`src/rtl/bin_to_bcd_seq.sv`:
```
// Sequential double-dabble binary-to-BCD converter: one shift-and-correct step per clock.
// Optional build macro BIN_TO_BCD_SIGNED_EN treats bin as two's complement and reports the sign on neg.
module bin_to_bcd_seq #(
    parameter int W = 27
) (
    input  logic         clk,
    input  logic         reset,
    input  logic         start,
    input  logic [W-1:0] bin,
    output logic         busy,
    output logic         done,
    output logic [3:0]   bcd7,
    output logic [3:0]   bcd6,
    output logic [3:0]   bcd5,
    output logic [3:0]   bcd4,
    output logic [3:0]   bcd3,
    output logic [3:0]   bcd2,
    output logic [3:0]   bcd1,
    output logic [3:0]   bcd0,
    output logic         ovf,
    output logic         neg
);

    localparam int CW = $clog2(W + 1);

    typedef enum logic [1:0] {
        IDLE,
        SHIFT,
        FINISH
    } state_t;

    state_t        state_q;
    logic [W-1:0]  sh_q;
    logic [31:0]   sc_q;
    logic [CW-1:0] cnt_q;
    logic          ovf_acc_q;
    logic          neg_acc_q;
    logic [31:0]   bcd_q;
    logic          ovf_q;
    logic          neg_q;
    logic          busy_q;
    logic          done_q;

    logic [31:0]   sc_adj;
    logic [W+31:0] word_shl;
    logic [31:0]   sc_d;
    logic [W-1:0]  sh_d;
    logic [W-1:0]  mag_d;
    logic          load_neg_d;

    // Each nibble is corrected independently; a 4-bit add never carries into its neighbour.
    genvar gi;
    generate
        for (gi = 0; gi < 8; gi++) begin : g_nib
            assign sc_adj[4*gi +: 4] = (sc_q[4*gi +: 4] >= 4'd5) ? (sc_q[4*gi +: 4] + 4'd3)
                                                                : sc_q[4*gi +: 4];
        end
    endgenerate

    assign word_shl = {sc_adj, sh_q} << 1;
    assign sc_d     = word_shl[W+31:W];
    assign sh_d     = word_shl[W-1:0];

`ifdef BIN_TO_BCD_SIGNED_EN
    // W-bit negation: the most negative value maps onto its own bit pattern, read as 2^(W-1).
    assign mag_d      = bin[W-1] ? (~bin + W'(1)) : bin;
    assign load_neg_d = bin[W-1];
`else
    assign mag_d      = bin;
    assign load_neg_d = 1'b0;
`endif

    always_ff @(posedge clk) begin
        if (reset) begin
            state_q   <= IDLE;
            sh_q      <= '0;
            sc_q      <= '0;
            cnt_q     <= '0;
            ovf_acc_q <= 1'b0;
            neg_acc_q <= 1'b0;
            bcd_q     <= '0;
            ovf_q     <= 1'b0;
            neg_q     <= 1'b0;
            busy_q    <= 1'b0;
            done_q    <= 1'b0;
        end else begin
            done_q <= 1'b0;
            case (state_q)
                IDLE: begin
                    if (start) begin
                        sh_q      <= mag_d;
                        sc_q      <= '0;
                        ovf_acc_q <= 1'b0;
                        neg_acc_q <= load_neg_d;
                        cnt_q     <= CW'(W);
                        busy_q    <= 1'b1;
                        state_q   <= SHIFT;
                    end
                end
                SHIFT: begin
                    sc_q  <= sc_d;
                    sh_q  <= sh_d;
                    cnt_q <= cnt_q - CW'(1);
                    // Any bit leaving the top digit means the value reached 10^8.
                    if (sc_adj[31]) begin
                        ovf_acc_q <= 1'b1;
                    end
                    if (cnt_q == CW'(1)) begin
                        state_q <= FINISH;
                    end
                end
                FINISH: begin
                    bcd_q   <= sc_q;
                    ovf_q   <= ovf_acc_q;
                    neg_q   <= neg_acc_q;
                    done_q  <= 1'b1;
                    busy_q  <= 1'b0;
                    state_q <= IDLE;
                end
                default: begin
                    state_q <= IDLE;
                    busy_q  <= 1'b0;
                end
            endcase
        end
    end

    assign busy = busy_q;
    assign done = done_q;
    assign bcd7 = bcd_q[31:28];
    assign bcd6 = bcd_q[27:24];
    assign bcd5 = bcd_q[23:20];
    assign bcd4 = bcd_q[19:16];
    assign bcd3 = bcd_q[15:12];
    assign bcd2 = bcd_q[11:8];
    assign bcd1 = bcd_q[7:4];
    assign bcd0 = bcd_q[3:0];
    assign ovf  = ovf_q;
    assign neg  = neg_q;

endmodule
```
`config.mk`:
```
export PLATFORM = sky130hd
export DESIGN_NAME = bin_to_bcd_seq
export DESIGN_NICKNAME = d
export VERILOG_FILES = /design/src/rtl/bin_to_bcd_seq.sv
export SDC_FILE = /design/constraint.sdc
export NUM_CORES = 1
export LEC_CHECK = 0
export BUFFER_PORTS_ARGS = -buffer_cell sky130_fd_sc_hd__buf_4
export CAP_MARGIN = 40
export CELL_PAD_IN_SITES_DETAIL_PLACEMENT = 0
export CELL_PAD_IN_SITES_GLOBAL_PLACEMENT = 1
export CORE_ASPECT_RATIO = 0.8
export CORE_MARGIN = 8
export CORE_UTILIZATION = 40
export CTS_BUF_LIST = sky130_fd_sc_hd__clkbuf_4 sky130_fd_sc_hd__clkbuf_8
export CTS_CLUSTER_SIZE = 30
export DETAILED_ROUTE_END_ITERATION = 8
export PLACE_DENSITY = 0.89
export SYNTH_ARGS = -nofsm -noshare
export SYNTH_HDL_FRONTEND = slang
export SYNTH_SLANG_ARGS = --single-unit
```
`constraint.sdc`:
```
create_clock -name clk -period 1.49 [get_ports clk]
set_input_delay 0.149 -clock clk [delete_from_list [all_inputs] [get_ports clk]]
set_output_delay 0.149 -clock clk [all_outputs]
set_load 0.01 [all_outputs]
```
==> results.tsv <==
metric	value	unit
ys flop type	dfxtp_1	
pre-CTS worst setup slack	-0.0390	ns
Setup WS post-layout	0.0540	ns
Clock Power Share	36.1	%
Crit path arrival time	1.75	ns
Avg WL per Cell	14.0	um
Max Clk Rate	0.696	GHz
Reg2Reg Depth	3	
share of cells above drive strength 1	22.7	%
# nets final	661	
global-route wire length before repair	17700	um
crit-path cells	o21ba_2 > nor2_2 > a22o_1	
GRT Util Overall	14.2	%
initial core utilization	41.2	%
Syn-to-layout area delta	23.3	%
vias per inst	5.03	
asr flop ratio synth	0	%
setup violators final	0	
yosys warns	0	
Core Box Area	0.0109	mm^2
DRT iter0 DRCs	266	
switching part of the total power	24.5	%
clk_skew	0.0115	ns
CP Class	reg -> reg	
mapped cell area	0.00451	mm^2
# DRC	0	
I/O pins	66	
Die X	135	um
hold path depth	3	
final wirelength	10700	um
critical path launch point type	flop	
VDD IR-drop max	0.555	mV
max-slew violations	0	
Layout Utilization	50.8	%
Final GP Congestion	0.801	
vias in the first global route	3727	
share of power burned in registers	53.3	%
flop2flop setup slack	0.05	ns
CTS tree	built	
dpl cells	744	
Yosys top cell area share	45.3	%
synth top area cells	dfxtp_1 45%, nand2_1 10%, a21oi_1 5.7%	
Reg2Reg Launch Point	state_q[0]$_SDFFE_PP0P_	
CTS Hold Bufs	0	
flops & latches, synth	102	
num rows	34	
GRT overflow	0	
combinational power share	10.5	%
die height	111	um
Num CTS Buffers	9	
fin crit share	96.4	%
clk slew on worst S/H paths	0.10	ns
diode count	0	
clk buf depth	2	
CP Capture Type	flop	
Max-Cap Viols	0	
synth unique cells	38	
cell count after synthesis	548	
htree depth	3	
Hold Startpoint	bin[12]	
Worst-Margin Slew	0.547	ns
Int Pwr	4.08	mW
detailed-route via count	3831	
power density cells	972	mW/mm^2
Post-synth top cells	124 x nand2_1, 102 x dfxtp_1, 51 x a21oi_1, 46 x nor2_1, 22 x a311oi_1	
Tightest Hold Check Type	in -> reg	
Hold Violations, Final	0	
I/O Buffers	64	
final non-filler cell total	762	
hpwl dp	7240	um
area leader, netlist	dfxtp_1	
setup_tns	0	ns
minimum clock period	1.44	ns
CP required	1.81	ns
largest net degree at the start of global routing	55	
initial antenna violation count	0	
worst stage delay on the critical path	0.47	ns
clk_lat worst skew	0.37	ns
number of flops mapped to enable cells by yosys	0	
Clk Tree Root Cell	clkbuf_8	
cell with the most instances after synthesis	nand2_1	
status	finished clean	
Seq/Total Area, Yosys	45.3	%
Psw	1.32	mW
number of fill cells	1034	
Crit-path slowest cell	nor2_2	
clk sinks	102	
Leak	2.20	nW
CP Max Fanout	11	
Slew headroom	63.5	%
remaining antenna violation count	0	
Die ar.	0.0149	mm^2
Detailed Routing Iterations Pass 1	5	
Mapped Nets	596	
hold worst-path end	sh_q[12]$_SDFFE_PP0P_	
Reg2Reg Capture Point	sc_q[10]$_SDFFE_PP0P_	
overall power	5.40	mW
Avg Synthesized Cell Area	8.23	um^2
==> cells by family after synthesis <==
family	synth area share [%]
buf+inv	6.11
mux	1.80
simple gates	19.6
flops	45.3
xor+xnor	3.11
other cells	0.0832
compound gates	19.0
fa+ha+maj	5.00
==> through the flow <==
stage | hold WS (ns) | instance area (um^2)
2_1_floorplan | 0.311 | 4510
4_1_cts | 0.0251 | 5470
3_3_place_gp | 0.430 | 5210
5_1_grt | 0.0319 | 5560
3_5_place_dp | 0.434 | 5210
6_report | 0.0414 | 5560
==> how the worst max path moves through the flow <==
stage	startpoint	endpoint	depth (start not counted)
after global placement	sc_q[1]$_SDFFE_PP0P_	sc_q[2]$_SDFFE_PP0P_	6
after CTS	sc_q[29]$_SDFFE_PP0P_	sc_q[30]$_SDFFE_PP0P_	6
after floorplan	sc_q[25]$_SDFFE_PP0P_	sc_q[26]$_SDFFE_PP0P_	6
final	state_q[0]$_SDFFE_PP0P_	sc_q[10]$_SDFFE_PP0P_	3
after detailed placement	sc_q[1]$_SDFFE_PP0P_	sc_q[2]$_SDFFE_PP0P_	6
after global routing	sc_q[29]$_SDFFE_PP0P_	sc_q[30]$_SDFFE_PP0P_	6
==> metal layers <==
layer  GRT usage [%]  wire length (um)
met2            23.0              4900
met4            5.15               143
met1            17.9              5270
met5               0                 0
met3            3.17               395
==> sequential cells by signal, summed over array words and instances (netlist names) <==
signal,flops
sc_q,32
ovf,1
sh_q,27
busy,1
ovf_acc_q,1
done,1
cnt_q,5
bcd_q,32
state_q,2
==> power by group through the flow <==
stage,Combinational [mW],Clock [mW],Sequential [mW]
final,0.570,1.95,2.88
after global routing,0.641,2.12,2.90
after CTS,0.563,2.00,2.88
after detailed placement,0.560,0,2.95
after global placement,0.549,0,2.94
after floorplan,0.379,0,2.93
==> cell type report <==
| class | count | area (um^2) | share of cell area [%] |
|---|---|---|---|
| tap | 144 | 180 | 3.24 |
| clock inverter | 5 | 82.6 | 1.49 |
| clock buffer | 11 | 145 | 2.61 |
| inverter | 21 | 82.6 | 1.49 |
| multi-input combinational | 389 | 2270 | 40.9 |
| sequential | 102 | 2060 | 37.0 |
| timing repair buffer | 90 | 737 | 13.3 |
==> worst max-delay path, delay by kind of cell, from the launching register on <==
kind	cells	cell delay, ns
flops	1	0.38
compound gates	2	0.53
simple gates	1	0.47
==> what timing repair did <==
| action | in CTS | in global routing |
|---|---|---|
| pin swaps | 0 | 9 |
| hold endpoints to repair | 0 | 0 |
| setup endpoints to repair | 8 | 52 |
| resized for setup | 8 | 25 |
| buffers inserted | 0 | 1 |
| cloned | 0 | 1 |
==> layout by cell type (no fill, tap or decap), types with 8 or more instances in the layout <==
| master | count |
|---|---|
| inv_1 | 19 |
| nor3_1 | 16 |
| dfxtp_2 | 9 |
| xor2_1 | 8 |
| nand2b_1 | 9 |
| nand2_1 | 124 |
| ha_1 | 16 |
| nand3_1 | 9 |
| clkbuf_8 | 10 |
| buf_4 | 83 |
| a21oi_1 | 43 |
| xnor2_1 | 8 |
| o21ai_0 | 18 |
| dfxtp_1 | 92 |
| nor2_1 | 46 |
| a22o_1 | 8 |
| a311oi_1 | 22 |
| o21ai_1 | 9 |
No activity file was read; power rests on OpenSTA's default activity.
